[config.mk]
export PLATFORM = sky130hd
export DESIGN_NAME = fetch_unit_flat
export DESIGN_NICKNAME = d
export VERILOG_FILES = /design/src/rtl/fetch_unit_if.sv /design/src/rtl/fetch_unit.sv /design/src/flat_wrapper.sv
export SDC_FILE = /design/constraint.sdc
export NUM_CORES = 1
export LEC_CHECK = 0
export BUFFER_PORTS_ARGS = -buffer_cell sky130_fd_sc_hd__buf_2
export CORE_ASPECT_RATIO = 1.25
export CORE_MARGIN = 10
export CORE_UTILIZATION = 58
export DETAILED_ROUTE_END_ITERATION = 16
export GPL_ROUTABILITY_DRIVEN = 0
export PLACE_DENSITY = 0.84
export SYNTH_ARGS = -nofsm -noshare
export SYNTH_HDL_FRONTEND = slang
export SYNTH_SLANG_ARGS = --single-unit
[constraint.sdc]
create_clock -name clk -period 16.85 [get_ports clk]
set_input_delay 0.8425 -clock clk [delete_from_list [all_inputs] [get_ports clk]]
set_output_delay 0.8425 -clock clk [all_outputs]
set_load 0.01 [all_outputs]
[src/rtl/fetch_unit_if.sv]
// rtl/fetch_unit_if.sv - instruction-memory request/response bus between fetch_unit and memory
//
// Purpose : bundles the instruction-memory handshake so it travels as one port.
// Signals : imem_req_valid  fetch -> mem  request valid
//           imem_req_addr   fetch -> mem  word-aligned request address
//           imem_req_ready  mem -> fetch  request accepted this cycle
//           imem_rsp_valid  mem -> fetch  one-cycle response pulse
//           imem_rsp_data   mem -> fetch  instruction word
// Modports: master (fetch side), slave (memory side)

interface fetch_unit_if;
   logic        imem_req_valid;
   logic [31:0] imem_req_addr;
   logic        imem_req_ready;
   logic        imem_rsp_valid;
   logic [31:0] imem_rsp_data;

   modport master (
      output imem_req_valid,
      output imem_req_addr,
      input  imem_req_ready,
      input  imem_rsp_valid,
      input  imem_rsp_data
   );

   modport slave (
      input  imem_req_valid,
      input  imem_req_addr,
      output imem_req_ready,
      output imem_rsp_valid,
      output imem_rsp_data
   );
endinterface

[src/rtl/fetch_unit.sv]
// rtl/fetch_unit.sv - instruction fetch stage with one outstanding request and IF/ID register
//
// Purpose : issues word-aligned fetches, captures responses into the IF/ID
//           register, absorbs hazard stalls with a one-entry skid and handles
//           redirects (flush) including discarding a stale in-flight response.
// Ports   : clk, rst        core clock, asynchronous active-high reset
//           npc, flush      redirect target / redirect request
//           stall           hazard hold of IF/ID and fetch PC
//           imem            fetch_unit_if.master instruction-memory bus
//           ifid_valid/pc/pc4/inst   IF/ID register contents
//           fetch_cnt, flush_cnt     performance counters
// Config  : FETCH_PERF_CNT_EN defined builds the counters; undefined ties
//           fetch_cnt and flush_cnt to zero.

module fetch_unit (
   input  logic                clk,
   input  logic                rst,
   input  logic [31:0]         npc,
   input  logic                flush,
   input  logic                stall,
   fetch_unit_if.master        imem,
   output logic                ifid_valid,
   output logic [31:0]         ifid_pc,
   output logic [31:0]         ifid_pc4,
   output logic [31:0]         ifid_inst,
   output logic [31:0]         fetch_cnt,
   output logic [31:0]         flush_cnt
);

   localparam logic [31:0] NOP = 32'h0000_0013;

   typedef enum logic [1:0] {
      S_REQ  = 2'd0,
      S_WAIT = 2'd1,
      S_HOLD = 2'd2,
      S_DROP = 2'd3
   } state_t;

   state_t      r_state;
   state_t      w_state_nxt;
   logic [31:0] r_pc;
   logic [31:0] r_req_pc;
   logic [31:0] r_hold_pc;
   logic [31:0] r_hold_inst;
   logic        r_ifid_valid;
   logic [31:0] r_ifid_pc;
   logic [31:0] r_ifid_pc4;
   logic [31:0] r_ifid_inst;

   logic        w_accept;      // request handshake completes this cycle
   logic        w_load_rsp;    // IF/ID loads directly from the memory response
   logic        w_load_hold;   // IF/ID loads from the skid entry
   logic        w_capture;     // response parked in the skid entry
   logic        w_bubble;      // nothing to load and not stalled
   logic [31:0] w_npc_aligned;
   logic [31:0] w_ld_pc;
   logic [31:0] w_ld_inst;

   assign w_npc_aligned = npc & 32'hFFFF_FFFC;

   // Request is driven combinationally from the current PC so the address
   // only moves while valid is high when the PC itself is redirected.
   assign imem.imem_req_valid = (r_state == S_REQ);
   assign imem.imem_req_addr  = r_pc;

   always_comb begin
      w_state_nxt = r_state;
      w_accept    = 1'b0;
      w_load_rsp  = 1'b0;
      w_load_hold = 1'b0;
      w_capture   = 1'b0;
      case (r_state)
         S_REQ: begin
            if (flush) begin
               // An accepted request is still in flight: its response is stale.
               w_state_nxt = imem.imem_req_ready ? S_DROP : S_REQ;
            end else if (imem.imem_req_ready) begin
               w_accept    = 1'b1;
               w_state_nxt = S_WAIT;
            end
         end
         S_WAIT: begin
            if (flush) begin
               w_state_nxt = imem.imem_rsp_valid ? S_REQ : S_DROP;
            end else if (imem.imem_rsp_valid) begin
               if (stall) begin
                  w_capture   = 1'b1;
                  w_state_nxt = S_HOLD;
               end else begin
                  w_load_rsp  = 1'b1;
                  w_state_nxt = S_REQ;
               end
            end
         end
         S_HOLD: begin
            if (flush) begin
               w_state_nxt = S_REQ;
            end else if (!stall) begin
               w_load_hold = 1'b1;
               w_state_nxt = S_REQ;
            end
         end
         S_DROP: begin
            if (imem.imem_rsp_valid) begin
               w_state_nxt = S_REQ;
            end
         end
         default: w_state_nxt = S_REQ;
      endcase
   end

   assign w_bubble  = !flush && !stall && !w_load_rsp && !w_load_hold;
   assign w_ld_pc   = w_load_hold ? r_hold_pc   : r_req_pc;
   assign w_ld_inst = w_load_hold ? r_hold_inst : imem.imem_rsp_data;

   always_ff @(posedge clk or posedge rst) begin
      if (rst) begin
         r_state     <= S_REQ;
         r_pc        <= 32'h0;
         r_req_pc    <= 32'h0;
         r_hold_pc   <= 32'h0;
         r_hold_inst <= 32'h0;
      end else begin
         r_state <= w_state_nxt;
         if (flush) begin
            r_pc        <= w_npc_aligned;
            r_hold_pc   <= 32'h0;
            r_hold_inst <= 32'h0;
         end else begin
            if (w_accept) begin
               r_req_pc <= r_pc;
               r_pc     <= r_pc + 32'd4;
            end
            if (w_capture) begin
               r_hold_pc   <= r_req_pc;
               r_hold_inst <= imem.imem_rsp_data;
            end
         end
      end
   end

   always_ff @(posedge clk or posedge rst) begin
      if (rst) begin
         r_ifid_valid <= 1'b0;
         r_ifid_pc    <= 32'h0;
         r_ifid_pc4   <= 32'h4;
         r_ifid_inst  <= NOP;
      end else if (flush) begin
         r_ifid_valid <= 1'b0;
      end else if (w_load_rsp || w_load_hold) begin
         r_ifid_valid <= 1'b1;
         r_ifid_pc    <= w_ld_pc;
         r_ifid_pc4   <= w_ld_pc + 32'd4;
         r_ifid_inst  <= w_ld_inst;
      end else if (w_bubble) begin
         r_ifid_valid <= 1'b0;
      end
   end

   assign ifid_valid = r_ifid_valid;
   assign ifid_pc    = r_ifid_pc;
   assign ifid_pc4   = r_ifid_pc4;
   assign ifid_inst  = r_ifid_inst;

`ifdef FETCH_PERF_CNT_EN
   logic [31:0] r_fetch_cnt;
   logic [31:0] r_flush_cnt;

   always_ff @(posedge clk or posedge rst) begin
      if (rst) begin
         r_fetch_cnt <= 32'h0;
         r_flush_cnt <= 32'h0;
      end else begin
         if (!flush && (w_load_rsp || w_load_hold)) begin
            r_fetch_cnt <= r_fetch_cnt + 32'd1;
         end
         if (flush) begin
            r_flush_cnt <= r_flush_cnt + 32'd1;
         end
      end
   end

   assign fetch_cnt = r_fetch_cnt;
   assign flush_cnt = r_flush_cnt;
`else
   assign fetch_cnt = 32'h0;
   assign flush_cnt = 32'h0;
`endif

endmodule
[src/flat_wrapper.sv]
// flat-port wrapper written by rule: the top's interface ports become plain ports
module fetch_unit_flat 
  (clk, rst, npc, flush, stall, ifid_valid, ifid_pc, ifid_pc4, ifid_inst, fetch_cnt, flush_cnt, imem_imem_req_valid, imem_imem_req_addr, imem_imem_req_ready, imem_imem_rsp_valid, imem_imem_rsp_data);
  fetch_unit_if imem_i ();
  input  logic clk;
  input  logic rst;
  input  logic [31:0] npc;
  input  logic flush;
  input  logic stall;
  output logic ifid_valid;
  output logic [31:0] ifid_pc;
  output logic [31:0] ifid_pc4;
  output logic [31:0] ifid_inst;
  output logic [31:0] fetch_cnt;
  output logic [31:0] flush_cnt;
  output wire logic [$bits(imem_i.imem_req_valid)-1:0] imem_imem_req_valid;
  output wire logic [$bits(imem_i.imem_req_addr)-1:0] imem_imem_req_addr;
  input wire logic [$bits(imem_i.imem_req_ready)-1:0] imem_imem_req_ready;
  input wire logic [$bits(imem_i.imem_rsp_valid)-1:0] imem_imem_rsp_valid;
  input wire logic [$bits(imem_i.imem_rsp_data)-1:0] imem_imem_rsp_data;
  assign imem_imem_req_valid = imem_i.imem_req_valid;
  assign imem_imem_req_addr = imem_i.imem_req_addr;
  assign imem_i.imem_req_ready = imem_imem_req_ready;
  assign imem_i.imem_rsp_valid = imem_imem_rsp_valid;
  assign imem_i.imem_rsp_data = imem_imem_rsp_data;
  fetch_unit u_core (.clk(clk), .rst(rst), .npc(npc), .flush(flush), .stall(stall), .imem(imem_i), .ifid_valid(ifid_valid), .ifid_pc(ifid_pc), .ifid_pc4(ifid_pc4), .ifid_inst(ifid_inst), .fetch_cnt(fetch_cnt), .flush_cnt(flush_cnt));
endmodule
* After elaboration in Yosys (flattened, before gate mapping) *
Cells that the tools add are included.

storage, ports and cells
  output and inout port bits = 194
  logic and storage cells = 69
  bits of input ports = 70
  bits in registers = 227

cells by class
  add/subtract/negate cells = 2
  reduce and logical (&&, ||, !) cells = 15
  equality and inequality tests = 7
  multiplexer cells = 35
  bitwise logic cells = 1

operator list
  kind                                                  count
  two-way mux 32 bit                                    8
  adder 32 x 3 -> 32 bit (second input constant)        2
  two-way mux 2 bit                                     10
  two-way mux 1 bit                                     16
  one-hot mux 2 bit (4 select lines)                    1
  != test 3 bit (second input constant)                 2
  equality test 2 bit (second input constant)           2
  zero test 1 bit                                       4
  AND reduction 2 bit                                   2
  AND reduction 4 bit                                   1
  nonzero test 2 bit                                    2
  logical AND 1 bit                                     3
  != test 3 x 2 -> 1 bit (second input constant)        1
  nonzero test 3 bit                                    1
  equality test 2 x 1 -> 1 bit (second input constant)  1
  zero test 2 bit                                       1
  != test 2 bit (second input constant)                 1
  logical OR 1 bit                                      1
  NOT 1 bit                                             1

* Longest topological paths before layout *
Gate-level depths: netlist of run 1.

  word-level depth = 10
  gate-level depth with buffers = 15
  depth with buffers taken out = 9

* Worst setup path before layout of run 1 *
OpenSTA, ideal clock, no wires.

  path kind = input-to-reg
  start = in flush
  end = reg u_core.r_ifid_pc4[28], in the netlist u_core.ifid_pc4[28]
  arrival = 3785 ps
  path slack = 12969 ps
  library setup time = 95 ps
  stages on the path = 13
  path buffers = 4
  required time = 16755 ps
  cell sequence = buf_4 -> nor4b_4 -> clkbuf_1 -> clkbuf_1 -> nand2_1 -> nand2_1 -> ha_1 -> clkbuf_1 -> nand2_1 -> nor4_1 -> o221ai_1 -> o31a_1 -> o31ai_1

on the way
  word-level cells in the longest chain between the ends = 4
  elaborated cells on any way between the ends = 9
  classes of those cells = 1 x add/sub; 5 x mux; 1 x bitwise; 2 x reduce/logical

ends and longest elaborated chain
  element                 line               source
  from (decl)             flat_wrapper.sv:8  input logic flush;
  two-way mux 1 bit       fetch_unit.sv:96   if (flush) begin
  two-way mux 1 bit       fetch_unit.sv:72   case (r_state)
  two-way mux 32 bit      fetch_unit.sv:113  assign w_ld_pc = w_load_hold ? r_hold_pc : r_req_pc;
  net u_core.w_ld_pc[2]   fetch_unit.sv:56   logic [31:0] w_ld_pc;
  adder 32 x 3 -> 32 bit  fetch_unit.sv:153  r_ifid_pc4 <= w_ld_pc + 32'd4;
  to (signal assigned)    fetch_unit.sv:153
  to (decl)               fetch_unit.sv:47   logic [31:0] r_ifid_pc4;

The timed path passes the listed nets, and every way through them passes these cells.
A chain may end at the register's enable or synchronous reset.

* Final worst setup path of run 1 *
Ends and elaborated chain as after synthesis.

==> flow_metrics.env, run 1 <==
export IMPL_critPathKind="input port to register"
export IMPL_cp_arrival_ps=4590
export IMPL_ys_seq_area_share_pct=50.9
export IMPL_layout_commonest_cell="dfrtp_1"
export IMPL_routed_via_count=8696
export IMPL_hold_viol=0
export IMPL_post_cts_repair_setup_buffers=0
export IMPL_rsz0062_at_grt="false"
export IMPL_r2r_cells=10
export IMPL_cts_repair_resized=0
export IMPL_place_detailed_hpwl_um=19400
export IMPL_final_nets=1312
export IMPL_outcome="completed"
export IMPL_cts_num_sinks=219
export IMPL_setup_viol=0
export IMPL_synth_distinct_cells=62
export IMPL_drtIter0Drc=620
export IMPL_worst_pin_slew_ps=1030
export IMPL_core_area_um2=18200
export IMPL_clk_pin_slew_worst_paths_ps=60
export IMPL_synth_top_cells_by_area="dfrtp_1 50%, nand2_1 6.7%, a22o_1 5.3%, buf_4 4.9%, mux2_2 3.3%"
export IMPL_crit_path_max_fanout=71
export IMPL_dieArea_um2=24400
export IMPL_min_period_over_period_pct=24.8
export IMPL_grt_max_degree=154
export IMPL_rows=55
export IMPL_fmax_ghz=0.239
export IMPL_netlist_area_um2=10800
export IMPL_htreeDepth=1
export IMPL_multi_input_area_um2=4730
export IMPL_dp_cells=1444
export IMPL_final_cell_mix="215 x dfrtp_1, 195 x buf_2, 192 x nand2_1"
export IMPL_cts_tree="yes"
export IMPL_die_x_um=142
export IMPL_register_area_um2=5490
export IMPL_wl_per_cell_um=18.8
export IMPL_drive_gt1_share_pct=23.2
export IMPL_synth_ff_type="dfrtp_1"
export IMPL_synthArstFlopShare_pct=100
export IMPL_powerDensity_nw_per_um2=155
export IMPL_syn_inst=1083
export IMPL_fillers=1447
export IMPL_die_h_um=172
export IMPL_grt_pass1_wl_um=45600
export IMPL_path_cells="buf_2 -> buf_4 -> or4b_2 -> buf_4 -> nand2_1 -> nand2_1 -> ha_1 -> nand2_1 -> nor4_1 -> o221ai_1 -> o31a_1 -> o31ai_1"
export IMPL_crit_path_top_delay_cell="buf_4"
export IMPL_wirelength_um=28000
export IMPL_start_util_pct=59.3
export IMPL_yosys_warnings=0
export IMPL_grt_pass1_vias=8786
export IMPL_slew_headroom_pct=31.3
export IMPL_tns_ps=0
export IMPL_syn_to_final_growth_pct=14.5
export IMPL_cts_buffer_depth=3
export IMPL_holdPathStages=2
export IMPL_syn_area_per_cell_um2=9.94
export IMPL_yosys_register_bits=219
export IMPL_final_cells=1484
export IMPL_p_leak_uw=0.00573
export IMPL_reg2reg_slack_ps=13170
export IMPL_cp_slowest_stage_delay_ps=640
export IMPL_diodes=0
export IMPL_portBuffers=195
export IMPL_via_per_inst=5.86
export IMPL_end_kind="register"
export IMPL_critPathLaunchType="input port"
export IMPL_cts_hold_buf=0
export IMPL_antenna_found_initial=0
export IMPL_timing_critical_path_mode_cell="nand2_1"
export IMPL_max_cap_viol_count=0
export IMPL_netlist_area_leader_share_pct=50.0
export IMPL_grt_total_usage_pct=22.3
export IMPL_vdd_ir_drop_max_mv=0.0816
export IMPL_power_uw=1910
export IMPL_synth_edf_count=0
export IMPL_clock_latency_ps=500
export IMPL_yosys_area_top_type="dfrtp_1"
export IMPL_cts_buffers=22
export IMPL_hold_class="register to register"
export IMPL_slew_viol_final=0
export IMPL_pin_count=264
export IMPL_detail_route_antenna_nets=0
export IMPL_critical_path_required_ps=17260
export IMPL_finClkSkew_ps=10.1
export IMPL_first_pass_iters=7
export IMPL_route_detailed_drc=0
export IMPL_cts_root_buf="clkbuf_16"
export IMPL_grt_ovfl_total=0
export IMPL_period_needed_ps=4180
[cell usage after synthesis (5+ instances only)]
cell type	count
a31oi_1	38
nor4_1	16
a21oi_1	12
xor2_1	15
inv_1	6
buf_4	70
clkbuf_1	49
and3_1	12
nand2_1	192
mux2_2	32
mux2i_1	27
nor3_1	18
dfrtp_1	215
buf_1	7
xnor2_1	30
nand3_1	32
and4_1	7
nand4_1	19
nor2_1	68
buf_2	8
a221o_1	5
a22o_1	65
o21ai_0	62
o31ai_1	8
[worst paths after layout]
check,end,start
worst max-delay path,u_core.ifid_pc4[28],flush
worst min-delay path,u_core.ifid_pc4[2],u_core.ifid_pc4[2]
worst max register to register,u_core.ifid_pc4[28],u_core.r_state[1]
worst min register to register,u_core.ifid_pc4[2],u_core.ifid_pc4[2]
max in group asynchronous,u_core.imem.imem_req_addr[26],rst
min in group asynchronous,u_core.r_hold_inst[17],rst
[critical path: cells and delay by family]
kind	cells	cell delay (ps)
adder cells (fa/ha/maj)	1	460
AND/OR/NAND/NOR	5	1010
AO/OA/AOI/OAI	3	950
buffers and inverters	3	1240
[cell type report]
type / instances / area share, %
inverters: 6 / 0.244
flip-flops and latches: 219 / 44.5
well taps: 228 / 2.31
multi-input cells: 786 / 38.3
repair buffers: 205 / 8.53
clock inverters: 6 / 0.670
clock buffers: 34 / 5.41
[logic make-up after synthesis]
| logic type | count (synthesis) | share of synthesized area (%) |
|---|---|---|
| xor gates and xnor gates | 45 | 3.66 |
| DFF | 219 | 50.9 |
| and+or+nand+nor | 389 | 16.9 |
| other | 1 | 0.0348 |
| adders and majority gates | 2 | 0.232 |
| AOI/OAI and AO/OA | 225 | 14.7 |
| buffers and inverters | 143 | 7.73 |
| muxes | 59 | 5.86 |
[flip-flops by register name, indices dropped and copies added, names as in the netlist]
| register | count |
|---|---|
| u_core.r_req_pc | 30 |
| u_core.ifid_pc | 30 |
| u_core.ifid_inst | 32 |
| u_core.imem.imem_req_addr | 30 |
| u_core.r_hold_inst | 32 |
| u_core.r_state | 2 |
| u_core.ifid_valid | 1 |
| u_core.ifid_pc4 | 31 |
| u_core.r_hold_pc | 31 |
[through the flow]
stage                     cell area (um2)  util (%)  setup WS, ps  hold WS, ps
after floorplan                     11000         -         10020          454
after global placement              11600      63.7         12380          446
after detailed placement            11600      63.7         12270          452
after CTS                           12300      67.9         12790          462
after global routing                12300      67.9         12390          490
final                               12300      67.9         12670          461
[routing by layer]
| layer | routed length [um] | GRT usage (%) | part of all wire (%) |
|---|---|---|---|
| met4 | 803 | 7.65 | 2.9 |
| met5 | 0 | 0 | 0 |
| met2 | 13400 | 36.3 | 48 |
| met1 | 11700 | 29.4 | 42 |
| met3 | 2110 | 4.12 | 7.6 |
[power breakdown]
part / leakage (uW) / internal, uW / switching (uW)
registers: 0.00277 / 692 / 139
logic: 0.00259 / 241 / 339
clock network: 0.000367 / 303 / 198
Note: power is estimated with default switching activity, not from simulation.
==> run 2: changes to the inputs <==
CORE_UTILIZATION = 49   (was 58)
PLACE_DENSITY = 0.75   (was 0.84)
clock period = 3.48 ns   (was 16.85 ns; I/O delays follow)
==> flow_metrics.env, run 2 (same netlist as run 1, synthesis figures left out) <==
export IMPL_path_cells="or4b_4 -> buf_4 -> nor2_1 -> a22oi_1 -> buf_4 -> o41a_1 -> a221o_1"
export IMPL_layout_commonest_cell="dfrtp_1"
export IMPL_die_x_um=153
export IMPL_place_detailed_hpwl_um=20700
export IMPL_tns_ps=0
export IMPL_p_leak_uw=0.00605
export IMPL_core_area_um2=21500
export IMPL_route_detailed_drc=0
export IMPL_via_per_inst=5.61
export IMPL_rows=60
export IMPL_period_needed_ps=2900
export IMPL_finClkSkew_ps=15.5
export IMPL_reg2reg_slack_ps=580
export IMPL_slew_headroom_pct=27.9
export IMPL_crit_path_top_delay_cell="or4b_4"
export IMPL_setup_viol=0
export IMPL_fmax_ghz=0.344
export IMPL_routed_via_count=9021
export IMPL_end_kind="register"
export IMPL_cts_repair_resized=0
export IMPL_detail_route_antenna_nets=0
export IMPL_first_pass_iters=5
export IMPL_clk_pin_slew_worst_paths_ps=60
export IMPL_grt_pass1_vias=8977
export IMPL_antenna_found_initial=0
export IMPL_clock_latency_ps=510
export IMPL_start_util_pct=50.0
export IMPL_pin_count=264
export IMPL_grt_total_usage_pct=20.1
export IMPL_wl_per_cell_um=18.6
export IMPL_syn_to_final_growth_pct=22.2
export IMPL_htreeDepth=1
export IMPL_outcome="completed"
export IMPL_hold_class="input port to register"
export IMPL_cts_buffer_depth=3
export IMPL_cts_tree="yes"
export IMPL_cts_buffers=23
export IMPL_cts_hold_buf=65
export IMPL_max_cap_viol_count=0
export IMPL_final_nets=1386
export IMPL_die_h_um=186
export IMPL_grt_max_degree=93
export IMPL_crit_path_max_fanout=40
export IMPL_cp_slowest_stage_delay_ps=640
export IMPL_final_cell_mix="215 x dfrtp_1, 195 x buf_2, 192 x nand2_1"
export IMPL_vdd_ir_drop_max_mv=0.539
export IMPL_critPathKind="register to register"
export IMPL_powerDensity_nw_per_um2=715
export IMPL_dieArea_um2=28300
export IMPL_drive_gt1_share_pct=22.6
export IMPL_cp_arrival_ps=3290
export IMPL_drtIter0Drc=661
export IMPL_final_util_pct=61.1
export IMPL_portBuffers=195
export IMPL_cts_num_sinks=219
export IMPL_power_uw=9410
export IMPL_post_cts_repair_setup_buffers=0
export IMPL_grt_ovfl_total=0
export IMPL_critPathLaunchType="register"
export IMPL_diodes=0
export IMPL_min_period_over_period_pct=83.5
export IMPL_hold_viol=0
export IMPL_wirelength_um=29900
export IMPL_cts_root_buf="clkbuf_16"
export IMPL_slew_viol_final=0
export IMPL_grt_pass1_wl_um=48000
export IMPL_critical_path_required_ps=3860
export IMPL_rsz0062_at_grt="false"
export IMPL_timing_critical_path_mode_cell="buf_4"
export IMPL_worst_pin_slew_ps=1080
==> run 2: changes by cell type in the layout (fill, tap and decap cells not counted) <==
| cell | change |
|---|---|
| dlygate4sd3_1 | +65 |
| buf_12 | +4 |
| buf_4 | +4 |
| clkbuf_8 | +3 |
| clkbuf_1 | -2 |
| bufinv_16 | -1 |
| clkinv_2 | -1 |
| clkinv_4 | +1 |
| clkinvlp_4 | +1 |
| inv_8 | -1 |
| or4b_2 | -1 |
| or4b_4 | +1 |
==> run 2: final timing paths <==
path                                     from                       endpoint  depth (start not counted)
min in group asynchronous                 rst           u_core.ifid_inst[13]                          3
setup / recovery            u_core.r_state[0]            u_core.ifid_pc4[23]                          7
hold reg to reg            u_core.ifid_pc4[2]             u_core.ifid_pc4[2]                          2
hold / removal                          stall              u_core.ifid_valid                          3
setup reg to reg            u_core.r_state[0]            u_core.ifid_pc4[23]                          7
max in group asynchronous                 rst  u_core.imem.imem_req_addr[23]                          4
==> run 2: worst max-delay path, delay by kind of cell, from the launching register on <==
| kind | cells | cell delay (ps) |
|---|---|---|
| AO/OA/AOI/OAI | 3 | 870 |
| AND/OR/NAND/NOR | 2 | 840 |
| buffers and inverters | 2 | 540 |
| flip-flops | 1 | 500 |
==> run 2: per-layer routing <==
metal | vias up | GRT usage [%] | share of wire [%]
met5 | - | 0 | 0
met4 | 0 | 6.91 | 2.8
met3 | 53 | 4.41 | 7.8
met2 | 404 | 33.2 | 48
met1 | 4373 | 25.6 | 41
li1 | 4191 | - | -
==> run 2: area by class of cell <==
class / instances / area, um2
repair buffers: 278 / 1810
clock inverters: 5 / 56.3
flip-flops and latches: 219 / 5490
well taps: 279 / 349
multi-input cells: 786 / 4730
inverters: 6 / 26.3
clock buffers: 35 / 701
fillers: 1811 / 8390
==> run 2: where the power goes <==
group / switching (uW) / total [uW] / internal [uW]
registers: 705 / 4050 / 3350
logic: 1680 / 2920 / 1240
clock network: 978 / 2430 / 1460
==> run 2: stage by stage <==
step / worst slack, ps / cells / hold WS (ps) / cell area (um2)
final: 576 / 1608 / 76.7 / 13200
after global routing: 372 / 1608 / 91.8 / 13200
after CTS: 621 / 1608 / 65.4 / 13200
after detailed placement: 601 / 1503 / 345 / 11800
after global placement: 694 / 1503 / 333 / 11800
after floorplan: 91.8 / 1148 / 270 / 11000
==> run 3: changes to the inputs <==
ABC_AREA = 1   (was unset)
clock period = 2.6 ns   (was 3.48 ns; I/O delays follow)
==> flow_metrics.env, run 3 <==
export IMPL_final_nets=1732
export IMPL_rsz0062_at_grt="false"
export IMPL_hold_viol=0
export IMPL_clk_pin_slew_worst_paths_ps=60
export IMPL_finClkSkew_ps=13.8
export IMPL_synth_commonest_cells="339 x nand2_1, 215 x dfrtp_1, 153 x o21ai_0, 147 x nand3_1, 136 x inv_1"
export IMPL_vdd_ir_drop_max_mv=0.723
export IMPL_antenna_found_initial=0
export IMPL_timing_critical_path_mode_cell="inv_1"
export IMPL_grt_pass1_vias=10022
export IMPL_portBuffers=195
export IMPL_synth_distinct_cells=41
export IMPL_grt_max_degree=101
export IMPL_wl_per_cell_um=15.9
export IMPL_min_period_over_period_pct=90.0
export IMPL_core_area_um2=22400
export IMPL_clock_latency_ps=510
export IMPL_pwr_share_comb_pct=35.2
export IMPL_routed_via_count=10175
export IMPL_cp_slowest_stage_delay_ps=420
export IMPL_cp_num_buf_inv=4
export IMPL_post_dp_cell_area_um2=12200
export IMPL_cp_depth=9
export IMPL_cts_tree="yes"
export IMPL_max_cap_viol_count=0
export IMPL_dp_cells=1854
export IMPL_cts_num_sinks=219
export IMPL_first_pass_iters=5
export IMPL_outcome="completed"
export IMPL_synth_ff_type="dfrtp_1"
export IMPL_drive_gt1_share_pct=17.2
export IMPL_syn_inst=1431
export IMPL_crit_path_max_fanout=65
export IMPL_pwr_share_clk_pct=25.4
export IMPL_die_h_um=189
export IMPL_yosys_register_bits=219
export IMPL_holdPathStages=4
export IMPL_layout_commonest_cell="nand2_1"
export IMPL_setup_viol=0
export IMPL_yosys_warnings=0
export IMPL_grt_ovfl_total=0
export IMPL_critPathTopFamily="buffers and inverters"
export IMPL_worst_pin_slew_ps=557
export IMPL_power_uw=13300
export IMPL_rows=61
export IMPL_route_detailed_drc=0
export IMPL_dieArea_um2=29500
export IMPL_syn_area_per_cell_um2=7.87
export IMPL_drtIter0Drc=761
export IMPL_reg2reg_slack_ps=260
export IMPL_place_detailed_hpwl_um=21600
export IMPL_cts_buffers=23
export IMPL_path_cells="inv_1 -> nor2_1 -> inv_1 -> o21bai_1 -> nand2_4 -> inv_2 -> buf_12 -> nand2_1 -> o211ai_1"
export IMPL_die_x_um=156
export IMPL_final_cell_mix="338 x nand2_1, 215 x dfrtp_1, 195 x buf_2"
export IMPL_slew_headroom_pct=62.9
export IMPL_period_needed_ps=2340
export IMPL_fmax_ghz=0.427
export IMPL_yosys_area_top_type="dfrtp_1"
export IMPL_p_leak_uw=0.00685
export IMPL_hold_class="input port to register"
export IMPL_critPathLaunchType="register"
export IMPL_seqPwrFrac_pct=39.4
export IMPL_synthArstFlopShare_pct=100
export IMPL_r2r_cells=9
export IMPL_grt_total_usage_pct=20.5
export IMPL_ys_seq_area_share_pct=48.7
export IMPL_slew_viol_final=0
export IMPL_p_int_uw=8240
export IMPL_netlist_area_um2=11300
export IMPL_holdWs_ps=24.9
export IMPL_cts_buffer_depth=3
export IMPL_stdcell_area_um2=13600
export IMPL_syn_to_final_growth_pct=21.2
export IMPL_end_kind="register"
export IMPL_synth_edf_count=0
export IMPL_switching_share_pct=38.1
export IMPL_netlist_area_leader_share_pct=47.8
export IMPL_synth_top_cells_by_area="dfrtp_1 48%, nand2_1 11%, o21ai_0 6.8%, nand3_1 6.5%, buf_4 5.0%"
export IMPL_wirelength_um=31200
export IMPL_p_sw_uw=5070
export IMPL_htreeDepth=1
export IMPL_powerDensity_nw_per_um2=976
export IMPL_cp_arrival_ps=2760
export IMPL_final_cells=1957
export IMPL_cts_root_buf="clkbuf_16"
export IMPL_crit_path_top_delay_cell="dfrtp_1"
export IMPL_grt_pass1_wl_um=50800
export IMPL_start_util_pct=50.2
export IMPL_critical_path_required_ps=3020
export IMPL_reg2reg_to="u_core.ifid_pc4[16]"
export IMPL_min_from="stall"
export IMPL_via_per_inst=5.20
export IMPL_critPathKind="register to register"
export IMPL_synth_most_common_cell="nand2_1"
export IMPL_fillers=2002
export IMPL_pin_count=264
export IMPL_r2r_start="u_core.r_state[0]"
export IMPL_min_to="u_core.ifid_inst[0]"
export IMPL_detail_route_antenna_nets=0
export IMPL_diodes=0
-- run 3: cell types whose count changed after synthesis, moves of 25 or more --
cell / change
nand2_1: +147
inv_1: +130
nand3_1: +115
o21ai_0: +91
nor2_1: +67
a22o_1: -65
mux2_2: -32
mux2i_1: -27
xnor2_1: -25
-- run 3: metal layers --
metal	wire length (um)	vias up	track usage, %
met5	0	-	0
met4	736	0	6.34
met3	2290	59	3.74
met2	14800	388	33.3
met1	13400	4772	27.1
li1	-	4956	-
-- run 3: area by class of cell --
cell class	count	area, um2	share of cell area (%)
Sequential cell	219	5490	40.2
Inverter	139	526	3.85
Multi-Input combinational cell	998	4670	34.2
Clock buffer	31	646	4.73
Tap cell	283	354	2.60
Timing Repair Buffer	279	1850	13.5
Clock inverter	8	119	0.871
-- run 3: what timing repair did --
item	in CTS	in global routing
setup buffers	0	0
resized for setup	0	2
setup endpoints to repair	0	2
hold buffers	64	0
hold endpoints to repair	99	0
-- run 3: worst max path at each step --
stage                      startpoint                            end  slack, ps
floorplan                         rst           u_core.ifid_inst[10]       -380
global placement    u_core.r_state[0]  u_core.imem.imem_req_addr[28]        260
detailed placement  u_core.r_state[0]  u_core.imem.imem_req_addr[16]        200
CTS                 u_core.r_state[0]  u_core.imem.imem_req_addr[16]        190
global route        u_core.r_state[1]            u_core.ifid_pc4[22]         20
finish              u_core.r_state[0]            u_core.ifid_pc4[16]        260
-- run 3: power groups by stage --
stage,logic [uW],clock network (uW),registers (uW)
2_1_floorplan,2560,0,5580
3_3_place_gp,4510,0,5250
3_5_place_dp,4610,0,5300
4_1_cts,4720,3430,5240
5_1_grt,5290,3580,5400
6_report,4690,3380,5250
-- run 3: kinds of logic after synthesis --
logic type	after synthesis	synth area share, %
adder cells (fa/ha/maj)	2	0.222
flip-flops	219	48.7
AO/OA/AOI/OAI	238	11.8
other	1	0.0333
XOR/XNOR	18	1.40
buffers and inverters	279	12.3
AND/OR/NAND/NOR	674	25.5
-- run 3: worst reg2reg max path, stage by stage, from the launching register on --
cell and delay [ps]:
dfrtp_1 420, inv_1 70, nor2_1 260, inv_1 110
o21bai_1 260, nand2_4 230, inv_2 220, buf_12 290
nand2_1 180, o211ai_1 220
-- run 3: metrics by stage --
step                setup TNS (ps)  worst slack, ps  util (%)
floorplan                   -81880             -381         -
global placement                 0              264      54.5
detailed placement               0              200      54.5
CTS                              0              192      60.8
global route                     0             19.4      60.8
finish                           0              259      60.8
